===== config.mk =====
export PLATFORM = sky130hd
export DESIGN_NAME = mips_fetch_queue_flat
export DESIGN_NICKNAME = d
export VERILOG_FILES = /design/src/rtl/mips_fetch_queue_if.sv /design/src/rtl/mips_fetch_queue.sv /design/src/flat_wrapper.sv
export SDC_FILE = /design/constraint.sdc
export NUM_CORES = 1
export LEC_CHECK = 0
export BUFFER_PORTS_ARGS = -buffer_cell sky130_fd_sc_hd__buf_2
export CAP_MARGIN = 20
export CORE_MARGIN = 8
export CORE_UTILIZATION = 58
export CTS_CLUSTER_DIAMETER = 30
export DETAILED_ROUTE_END_ITERATION = 8
export GPL_ROUTABILITY_DRIVEN = 0
export PLACE_DENSITY = 0.8
export SYNTH_ARGS = -nofsm -noshare
export SYNTH_HDL_FRONTEND = slang
export SYNTH_SLANG_ARGS = --single-unit

===== constraint.sdc =====
create_clock -name clk -period 4.1 [get_ports clk]
set_clock_uncertainty 0.1 [all_clocks]
set_input_delay 0.205 -clock clk [delete_from_list [all_inputs] [get_ports clk]]
set_output_delay 0.205 -clock clk [all_outputs]
set_load 0.05 [all_outputs]

===== src/rtl/mips_fetch_queue_if.sv =====
// Bus bundle for the instruction-prefetch unit: the Avalon read master
// towards memory plus the valid/ready instruction stream and redirect
// channel towards the core's decode stage.
interface mips_fetch_queue_if #(
    parameter int DEPTH = 4
);
    localparam int CW = $clog2(DEPTH + 1);

    // Avalon master side
    logic [31:0]   address;
    logic          read;
    logic [3:0]    byteenable;
    logic          waitrequest;
    logic [31:0]   readdata;

    // Core side
    logic          active;
    logic [31:0]   instr;
    logic [31:0]   instr_pc;
    logic          instr_valid;
    logic          instr_ready;
    logic          redirect_valid;
    logic [31:0]   redirect_pc;
    logic [CW-1:0] count;

    // The fetch unit itself
    modport master (
        output address, read, byteenable, active,
               instr, instr_pc, instr_valid, count,
        input  waitrequest, readdata, instr_ready,
               redirect_valid, redirect_pc
    );

    // Memory + core environment around the fetch unit
    modport slave (
        input  address, read, byteenable, active,
               instr, instr_pc, instr_valid, count,
        output waitrequest, readdata, instr_ready,
               redirect_valid, redirect_pc
    );
endinterface


===== src/rtl/mips_fetch_queue.sv =====
// Instruction-prefetch unit for the multicycle MIPS core. Owns the fetch PC,
// streams sequential word reads over Avalon and buffers them in a DEPTH-entry
// circular queue. Redirects flush the queue; a read already on the bus is
// drained (its data dropped) before fetching resumes. Redirect to 0 halts.
module mips_fetch_queue #(
    parameter int          DEPTH        = 4,
    parameter logic [31:0] RESET_VECTOR = 32'hBFC00000
) (
    input  logic               clk,
    input  logic               reset,
    mips_fetch_queue_if.master bus
);
    localparam int PW = $clog2(DEPTH);
    localparam int CW = $clog2(DEPTH + 1);
    localparam logic [CW-1:0] FULL = CW'(DEPTH);

    typedef enum logic [1:0] {
        IDLE  = 2'd0,
        FETCH = 2'd1,
        DRAIN = 2'd2,
        HALT  = 2'd3
    } state_t;

    typedef struct packed {
        logic [31:0] pc;
        logic [31:0] data;
    } entry_t;

    state_t        state_q,    state_d;
    logic [31:0]   fetch_pc_q, fetch_pc_d;   // address of the current/next request
    logic [31:0]   target_q,   target_d;     // where to resume after a drain
    logic          pending_q,  pending_d;    // request stalled by waitrequest
    logic [CW-1:0] count_q,    count_d;
    logic [PW-1:0] wr_ptr_q,   wr_ptr_d;
    logic [PW-1:0] rd_ptr_q,   rd_ptr_d;
    entry_t        mem_q [DEPTH];

    logic          read_o;
    logic          active_o;
    logic          instr_valid_o;
    logic          push;
    logic          pop;
    logic          complete;
    logic          stall;
    logic [31:0]   new_pc;
    logic [31:0]   drain_tgt;
    entry_t        head;

    assign new_pc        = bus.redirect_pc & ~32'h3;
    assign instr_valid_o = (count_q != '0) && (state_q != HALT);
    assign pop           = instr_valid_o & bus.instr_ready;
    assign complete      = read_o & ~bus.waitrequest;
    assign stall         = read_o & bus.waitrequest;
    assign head          = mem_q[rd_ptr_q];

    // Next-state, bus request and queue bookkeeping
    always_comb begin
        // NOTE: every signal written here gets a default first, so no path
        // can leave one unassigned and infer a latch.
        state_d    = state_q;
        fetch_pc_d = fetch_pc_q;
        target_d   = target_q;
        pending_d  = pending_q;
        count_d    = count_q;
        wr_ptr_d   = wr_ptr_q;
        rd_ptr_d   = rd_ptr_q;
        read_o     = 1'b0;
        active_o   = 1'b0;
        push       = 1'b0;
        drain_tgt  = target_q;

        unique case (state_q)
            IDLE: begin
                state_d = FETCH;
            end

            FETCH: begin
                active_o  = 1'b1;
                read_o    = pending_q | (count_q < FULL);
                pending_d = read_o & bus.waitrequest;
                if (bus.redirect_valid) begin
                    // Flush swallows any same-cycle pop and push.
                    count_d  = '0;
                    rd_ptr_d = wr_ptr_q;
                    if (stall) begin
                        // Request must stay on the bus; keep its address.
                        state_d  = DRAIN;
                        target_d = new_pc;
                    end else begin
                        fetch_pc_d = new_pc;
                        pending_d  = 1'b0;
                        if (new_pc == 32'h0)
                            state_d = HALT;
                    end
                end else begin
                    push    = complete;
                    count_d = count_q + CW'(push) - CW'(pop);
                    if (push) begin
                        fetch_pc_d = fetch_pc_q + 32'd4;
                        wr_ptr_d   = wr_ptr_q + PW'(1);
                    end
                    if (pop)
                        rd_ptr_d = rd_ptr_q + PW'(1);
                end
            end

            DRAIN: begin
                active_o  = 1'b1;
                read_o    = 1'b1;
                drain_tgt = bus.redirect_valid ? new_pc : target_q;
                target_d  = drain_tgt;
                if (complete) begin
                    fetch_pc_d = drain_tgt;
                    pending_d  = 1'b0;
                    state_d    = (drain_tgt == 32'h0) ? HALT : FETCH;
                end
            end

            HALT: begin
                // Parked until reset; redirects are ignored.
            end

            default: state_d = IDLE;
        endcase
    end

    // State and pointer registers
    always_ff @(posedge clk or posedge reset) begin
        // NOTE: sequential state uses non-blocking assignments so every flop
        // samples the values from before this edge.
        if (reset) begin
            state_q    <= IDLE;
            fetch_pc_q <= RESET_VECTOR;
            target_q   <= RESET_VECTOR;
            pending_q  <= 1'b0;
            count_q    <= '0;
            wr_ptr_q   <= '0;
            rd_ptr_q   <= '0;
        end else begin
            state_q    <= state_d;
            fetch_pc_q <= fetch_pc_d;
            target_q   <= target_d;
            pending_q  <= pending_d;
            count_q    <= count_d;
            wr_ptr_q   <= wr_ptr_d;
            rd_ptr_q   <= rd_ptr_d;
        end
    end

    // Queue storage write
    always_ff @(posedge clk) begin
        // NOTE: storage is not reset; count gates every read of it, so stale
        // contents are never observed.
        if (push)
            mem_q[wr_ptr_q] <= '{pc: fetch_pc_q, data: bus.readdata};
    end

    assign bus.address     = fetch_pc_q;
    assign bus.read        = read_o;
    assign bus.byteenable  = 4'hF;
    assign bus.active      = active_o;
    assign bus.instr       = head.data;
    assign bus.instr_pc    = head.pc;
    assign bus.instr_valid = instr_valid_o;
    assign bus.count       = count_q;
endmodule


===== src/flat_wrapper.sv =====
// flat-port wrapper written by rule: the top's interface ports become plain ports
module mips_fetch_queue_flat 
#(
    parameter int          DEPTH        = 4,
    parameter logic [31:0] RESET_VECTOR = 32'hBFC00000
)
  (clk, reset, bus_address, bus_read, bus_byteenable, bus_active, bus_instr, bus_instr_pc, bus_instr_valid, bus_count, bus_waitrequest, bus_readdata, bus_instr_ready, bus_redirect_valid, bus_redirect_pc);
  mips_fetch_queue_if #(.DEPTH(DEPTH)) bus_i ();
  input  logic clk;
  input  logic reset;
  output wire logic [$bits(bus_i.address)-1:0] bus_address;
  output wire logic [$bits(bus_i.read)-1:0] bus_read;
  output wire logic [$bits(bus_i.byteenable)-1:0] bus_byteenable;
  output wire logic [$bits(bus_i.active)-1:0] bus_active;
  output wire logic [$bits(bus_i.instr)-1:0] bus_instr;
  output wire logic [$bits(bus_i.instr_pc)-1:0] bus_instr_pc;
  output wire logic [$bits(bus_i.instr_valid)-1:0] bus_instr_valid;
  output wire logic [$bits(bus_i.count)-1:0] bus_count;
  input wire logic [$bits(bus_i.waitrequest)-1:0] bus_waitrequest;
  input wire logic [$bits(bus_i.readdata)-1:0] bus_readdata;
  input wire logic [$bits(bus_i.instr_ready)-1:0] bus_instr_ready;
  input wire logic [$bits(bus_i.redirect_valid)-1:0] bus_redirect_valid;
  input wire logic [$bits(bus_i.redirect_pc)-1:0] bus_redirect_pc;
  assign bus_address = bus_i.address;
  assign bus_read = bus_i.read;
  assign bus_byteenable = bus_i.byteenable;
  assign bus_active = bus_i.active;
  assign bus_instr = bus_i.instr;
  assign bus_instr_pc = bus_i.instr_pc;
  assign bus_instr_valid = bus_i.instr_valid;
  assign bus_count = bus_i.count;
  assign bus_i.waitrequest = bus_waitrequest;
  assign bus_i.readdata = bus_readdata;
  assign bus_i.instr_ready = bus_instr_ready;
  assign bus_i.redirect_valid = bus_redirect_valid;
  assign bus_i.redirect_pc = bus_redirect_pc;
  mips_fetch_queue #(.DEPTH(DEPTH), .RESET_VECTOR(RESET_VECTOR)) u_core (.clk(clk), .reset(reset), .bus(bus_i));
endmodule

==> impl_results.md, run 1 <==
- GRT Total Usage: 0.2294
- Most frequent cells in the layout: edfxtp_1 (256), buf_2 (168), dlygate4sd3_1 (65)
- Post-DRT Antenna Nets: 0
- DP HPWL: 19.70 mm
- Die area: 28820 sq um
- Vias in the first global route: ~8800
- Peak supply drop: 0.3389 mV
- Clk pwr share: 0.375
- Post-Syn Area: 13710 sq um
- Filler Cells Inserted: 1398
- CTS H-tree lvls: 2
- WL per Instance: 22.40 um
- Startpoint types: flop
- Post-Synthesis Mean Instance Area: 16.21 sq um
- Power per cell area: between 600 and 700 nW/um^2
- Period minus WS final: 3244 ps
- Drt via density: 5.920
- Clk_lat worst skew: 560 ps
- CP arrival: 3400 ps
- Largest net degree at the start of global routing: 67
- Leak Pwr: 6.412 nW
- Most used DFF post-synth: edfxtp_1
- PnR worst setup slack: around 860 ps
- Cells resized by post-CTS repair: 0
- Power Internal: about 7.6 mW
- Clock Pin Slew Worst Setup and Hold Paths: 50 ps
- Slew HR: 0.3547
- Initial Util: 0.5876
- Fin. Hold Viols: 0
- Sequential fraction of the synthesis area: 0.6974
- YS warnings: 0
- Slew Limit Fails: 0
- First-pass GRT wire length: 51.07 mm
- #FFs+latches synth: 330
- Final setup fails: 0
- Fmax achieved: 308.3 MHz
- Crit-path max FO: 34
- 1st-pass router iterations: 5
- Final WL: 32.99 mm
- Synthesized instance count: 846
- CP Data Required Time: approximately 4300 ps
- DRC errors left: 0
- Distinct cells, synth: 57
- Num CTS Buffers: 55
- RSZ-0062 raised after global routing: no
- Hold WS: 147.8 ps
- CTS max path bufs: 3
- Share of layout cells above drive strength 1: 0.3397
- Most common cell after layout, fill and taps aside: edfxtp_1
- HP Class: in -> reg
- Antenna violations before repair: 0
- Crit end category: flop
- ANT cells: 0
- PortBufs: 168
- Pre-CTS WS: 872.6 ps
- Initial DRC Count: ~760
- Post-layout total power: 11.41 mW
- CTS root buf: clkbuf_16
- Synth async-reset ratio: 0.2242
- Row cnt: 56
- Die X: roughly 170 um
- Max-cap viol count: 0
- Critical Path, Cell by Cell: inv_1 > ha_1 > a21oi_1 > nor3_1 > and3_4 > buf_4
- CTS tree: yes
- EDFF count, synth: 256
- Fin Setup TNS: 0 ps
- Post-CTS Hold Buffers: 65
- Total Nets Final: approximately 1200
- Critical path's slowest cell: nor3_1
- Sequential power share: 0.395
- Core area: around 23000 sq um
- Gate power share: 0.230
- Post-CTS Setup Inserts: 0
- Area growth syn-to-layout: 27.06%
- Vias: 8720
- Clk sink count: 330
- Total gr overflow: 0
- NetSw: between 3 and 4 mW
- Critical path type: reg -> reg
- Slowest cell delay on critical path: 720 ps
- Worst Tran Pin Value: 968.0 ps
- Status: finished clean
- I/O pins: 175
- Final worst-path cycle share: 0.7912
- Switching part of the total power: 0.3370
- Die height: 169.8 um
==> flip-flops by register name, summed over array words and instances (netlist names) <==
signal and cells:
u_core.wr_ptr_q 2, u_core.bus.address 32, u_core.state_q 2, u_core.rd_ptr_q 2
u_core.mem_q 256, u_core.target_q 32, u_core.pending_q 1, u_core.bus.count 3
==> worst max-delay path: cells and delay by family, from the launching register on <==
kind            cells  cell delay (ps)
simple gates        2             1430
fa+ha+maj           1              450
flops               1              400
buf+inv             2              390
compound gates      1              150
==> cells in the mapped netlist, drive strengths merged, types with 18 or more instances <==
| cell | n | area, sq um |
|---|---|---|
| clkbuf | 31 | 116.4 |
| mux4 | 64 | 1441 |
| inv | 21 | 78.83 |
| buf | 18 | 95.09 |
| nand2 | 60 | 225.2 |
| o21ai | 49 | 245.2 |
| a21oi | 33 | 165.2 |
| a31oi | 18 | 112.6 |
| dfrtp | 56 | 1401 |
| nor2 | 34 | 127.6 |
| edfxtp | 256 | 7687 |
| dfstp | 18 | 473.0 |
| mux2 | 30 | 341.6 |
==> area by class of cell <==
cell class	count	area, sq um	area share
flip-flops and latches	330	9569	0.5493
multi-input cells	449	3901	0.2239
repair buffers	251	1689	0.09696
clock buffers	65	1445	0.08296
well taps	319	399.1	0.02291
clock inverters	38	337.8	0.01939
inverters	21	78.83	0.004525
==> final timing paths <==
kind	from	end	slack, ps	cells after the start
worst max-delay path	u_core.state_q[1]$_DFFE_PP0P_	u_core.mem_q[0][32]$_DFFE_PP_	860	6
worst min-delay path	bus_instr_ready	u_core.rd_ptr_q[0]$_DFFE_PP0P_	150	5
worst max register to register	u_core.state_q[1]$_DFFE_PP0P_	u_core.mem_q[0][32]$_DFFE_PP_	860	6
worst min register to register	u_core.pending_q$_DFFE_PP0P_	u_core.pending_q$_DFFE_PP0P_	420	2
max in group asynchronous	reset	u_core.target_q[23]$_DFFE_PP1P_	2640	4
min in group asynchronous	reset	u_core.bus.count[1]$_DFFE_PP0N_	240	3
==> power groups by stage <==
| stage | clock network (mW) | logic (mW) | registers (mW) |
|---|---|---|---|
| floorplan | 0 | 1.83 | 4.57 |
| CTS | 4.33 | 2.64 | 4.50 |
| global route | 4.49 | 2.75 | 4.56 |
| finish | 4.28 | 2.62 | 4.51 |
| global placement | 0 | 2.54 | 4.55 |
| detailed placement | 0 | 2.57 | 4.56 |
==> through the flow <==
step	cells	area, sq um	util
final	1473	17420	0.7466
after global routing	1473	17420	0.7466
after CTS	1473	17420	0.7466
after detailed placement	1305	14990	0.6423
after global placement	1305	14990	0.6423
after floorplan	849	13720	-
==> kinds of logic (layout without fill, tap and decap cells) <==
logic type                 after synthesis  in the layout  synth area share
AOI/OAI and AO/OA                      147            147           0.06626
xor gates and xnor gates                 5              5          0.003194
DFF                                    330            330            0.6974
buffers and inverters                   70            375           0.02117
and+or+nand+nor                        183            183           0.06744
other                                    1              4         0.0002735
muxes                                   99             99            0.1337
adders and majority gates               11             11           0.01059
==> routing by layer <==
metal  vias up  routed length, um  GRT usage
li1       3886                  -          -
met1      4372              13430     0.3085
met2       401              16420     0.3765
met3        61               2545    0.04885
met4         0                592    0.06195
met5         -                  0          0
No activity file was read; power rests on OpenSTA's default activity.
==> run 2: changes to the inputs <==
Clock period 4.1 ns to 3.3 ns, I/O delays scaled along.
==> impl_results.md, run 2 (synthesis gave the netlist of run 1 again) <==
- Clock Pin Slew Worst Setup and Hold Paths: 50 ps (about the same)
- Largest net degree at the start of global routing: 47 (-30%)
- Multi-input logic area: 3901 sq um (unchanged)
- Num CTS Buffers: 58 (+5.5%)
- Largest Register: u_core.mem_q
- Final worst-path cycle share: 0.8595 (+0.06837)
- Max reg flops: 256 (unchanged)
- Peak supply drop: 0.5269 mV (+55%)
- Die X: 169.8 um (unchanged)
- Final Instance Count excl. Fillers: 1490 (+1.2%)
- Power per cell area: 846.5 nW/um^2 (+29%)
- Filler Cells Inserted: 1320 (-5.6%)
- Crit end category: flop
- Drt via density: 6.047 (+2.1%)
- Vias in the first global route: 9440 (+6.9%)
- Core area: 23330 sq um (unchanged)
- ANT cells: 0 (unchanged)
- Hold path startpoint: bus_instr_ready
- Post-CTS Setup Inserts: 0 (unchanged)
- R2r setup slk: 460 ps (-390 ps)
- Worst Tran Pin Value: 900.7 ps (-67.35 ps)
- Slew HR: 0.3987 (+0.04403)
- CP arrival: 3150 ps (-250 ps)
- Total gr overflow: 0 (unchanged)
- Terminus of the critical flop-to-flop path: u_core.bus.count[2]$_DFFE_PP0N_
- DRC errors left: 0 (unchanged)
- I/O pins: 175 (unchanged)
- Hold WS: 116.6 ps (-31.22 ps)
- Clk_lat worst skew: 560 ps (about the same)
- Register area: 9569 sq um (unchanged)
- RSZ-0062 raised after global routing: no
- DP HPWL: 20.81 mm (+5.6%)
- Post-DRT Antenna Nets: 0 (unchanged)
- Cells resized by post-CTS repair: 0 (unchanged)
- Clk sink count: 330 (unchanged)
- Pre-CTS WS: 470.9 ps (-401.7 ps)
- WL per Instance: 23.22 um (+3.7%)
- Placed insts: 1316 (+0.84%)
- Row cnt: 56 (unchanged)
- Crit-path max FO: 5 (-85%)
- Max-cap viol count: 0 (unchanged)
- Vias: 9010 (+3.3%)
- Hold depth: 5 (unchanged)
- Area growth syn-to-layout: 30.01%
- Most frequent cells in the layout: edfxtp_1 (256), buf_2 (168), dlygate4sd3_1 (65)
- Fmax achieved: 352.6 MHz (+14%)
- Total Nets Final: 1202 (+1.2%)
- Hold Path Sink: u_core.rd_ptr_q[0]$_DFFE_PP0P_
- Critical path type: reg -> reg
- Initial DRC Count: 814 (+6.8%)
- Final Core Density: 0.7640 (+0.01737)
- Period minus WS final: 2836 ps (-407.3 ps)
- Worst reg2reg startpoint: u_core.state_q[0]$_DFFE_PP0P_
- HP Class: in -> reg
- Share of layout cells above drive strength 1: 0.3638 (+0.02410)
- Status: finished clean
- CP Data Required Time: 3610 ps (-650 ps)
- Initial Util: 0.5876 (unchanged)
- PnR worst setup slack: 463.6 ps (-392.7 ps)
- Post-CTS Hold Buffers: 65 (unchanged)
- Die area: 28820 sq um (unchanged)
- Most common cell after layout, fill and taps aside: edfxtp_1
- 1st-pass router iterations: 6 (+1)
- Startpoint types: flop
- Worst setup path start: u_core.state_q[0]$_DFFE_PP0P_
- Die height: 169.8 um (unchanged)
- Leak Pwr: 6.636 nW (+3.5%)
- Final setup fails: 0 (unchanged)
- CTS max path bufs: 3 (unchanged)
- CTS H-tree lvls: 2 (unchanged)
- Antenna violations before repair: 0 (unchanged)
- GRT Total Usage: 0.2426 (+0.01320)
- Final WL: 34.61 mm (+4.9%)
- Slew Limit Fails: 0 (unchanged)
- CTS tree: yes
- Fin Setup TNS: 0 ps (unchanged)
- Worst-case reg-to-reg path depth: 11 (+5)
- Fin. Hold Viols: 0 (unchanged)
- First-pass GRT wire length: 53.80 mm (+5.3%)
- PortBufs: 168 (unchanged)
- CTS root buf: clkbuf_16
## run 2: cell types whose count changed in the layout (fill, tap and decap cells not counted), moves of 3 or more
cell	before	now
inv_6	1	11
bufinv_16	3	8
clkbuf_1	8	3
clkinv_2	3	9
clkbuf_16	56	61
inv_8	0	3
buf_12	5	9
clkinv_1	14	2
clkinv_4	7	4
buf_4	13	20
## run 2: worst max-delay path by stage
stage | slack, ps | endpoint
3_5_place_dp | 470 | u_core.bus.count[2]$_DFFE_PP0N_
3_3_place_gp | 570 | u_core.mem_q[0][7]$_DFFE_PP_
4_1_cts | 430 | bus_instr[24]
2_1_floorplan | 460 | u_core.mem_q[0][0]$_DFFE_PP_
6_report | 460 | u_core.bus.count[2]$_DFFE_PP0N_
5_1_grt | 290 | u_core.bus.count[2]$_DFFE_PP0N_
## run 2: area by class of cell
cell class                      count  area share
Clock buffer                       64     0.08626
Sequential cell                   330      0.5368
Multi-Input combinational cell    449      0.2189
Inverter                           21    0.004422
Timing Repair Buffer              262      0.1022
Tap cell                          319     0.02239
Clock inverter                     45     0.02906
## run 2: per-layer routing
| metal | vias to the layer above | GRT usage | part of all wire |
|---|---|---|---|
| met1 | 4557 | 0.3026 | 0.39 |
| met5 | - | 0 | 0 |
| met2 | 442 | 0.4126 | 0.50 |
| met3 | 69 | 0.05722 | 0.079 |
| li1 | 3942 | - | - |
| met4 | 0 | 0.08195 | 0.025 |
## run 2: where the power goes
group / total (mW) / switching (mW) / internal, mW / leakage, nW
sequential: 5.51 / 0.603 / 4.91 / 3.21
combinational: 3.40 / 2.27 / 1.14 / 2.43
clock: 6.18 / 2.14 / 4.04 / 0.992
## run 2: metrics by stage
step	instance area (sq um)	total power [mW]
final	17830	15.09
after detailed placement	15120	8.905
after CTS	17830	15.14
after global placement	15120	8.837
after floorplan	13730	7.953
after global routing	17830	15.57
## run 2: critical path: stages, from the launching register on
cell and delay (ps):
dfrtp_1 390, ha_1 240, nor3b_1 540, ha_1 350, inv_1 60, ha_1 130, inv_1 50, fa_1 370
xnor2_1 190, nor3_1 60, a21oi_1 130, o22ai_1 90
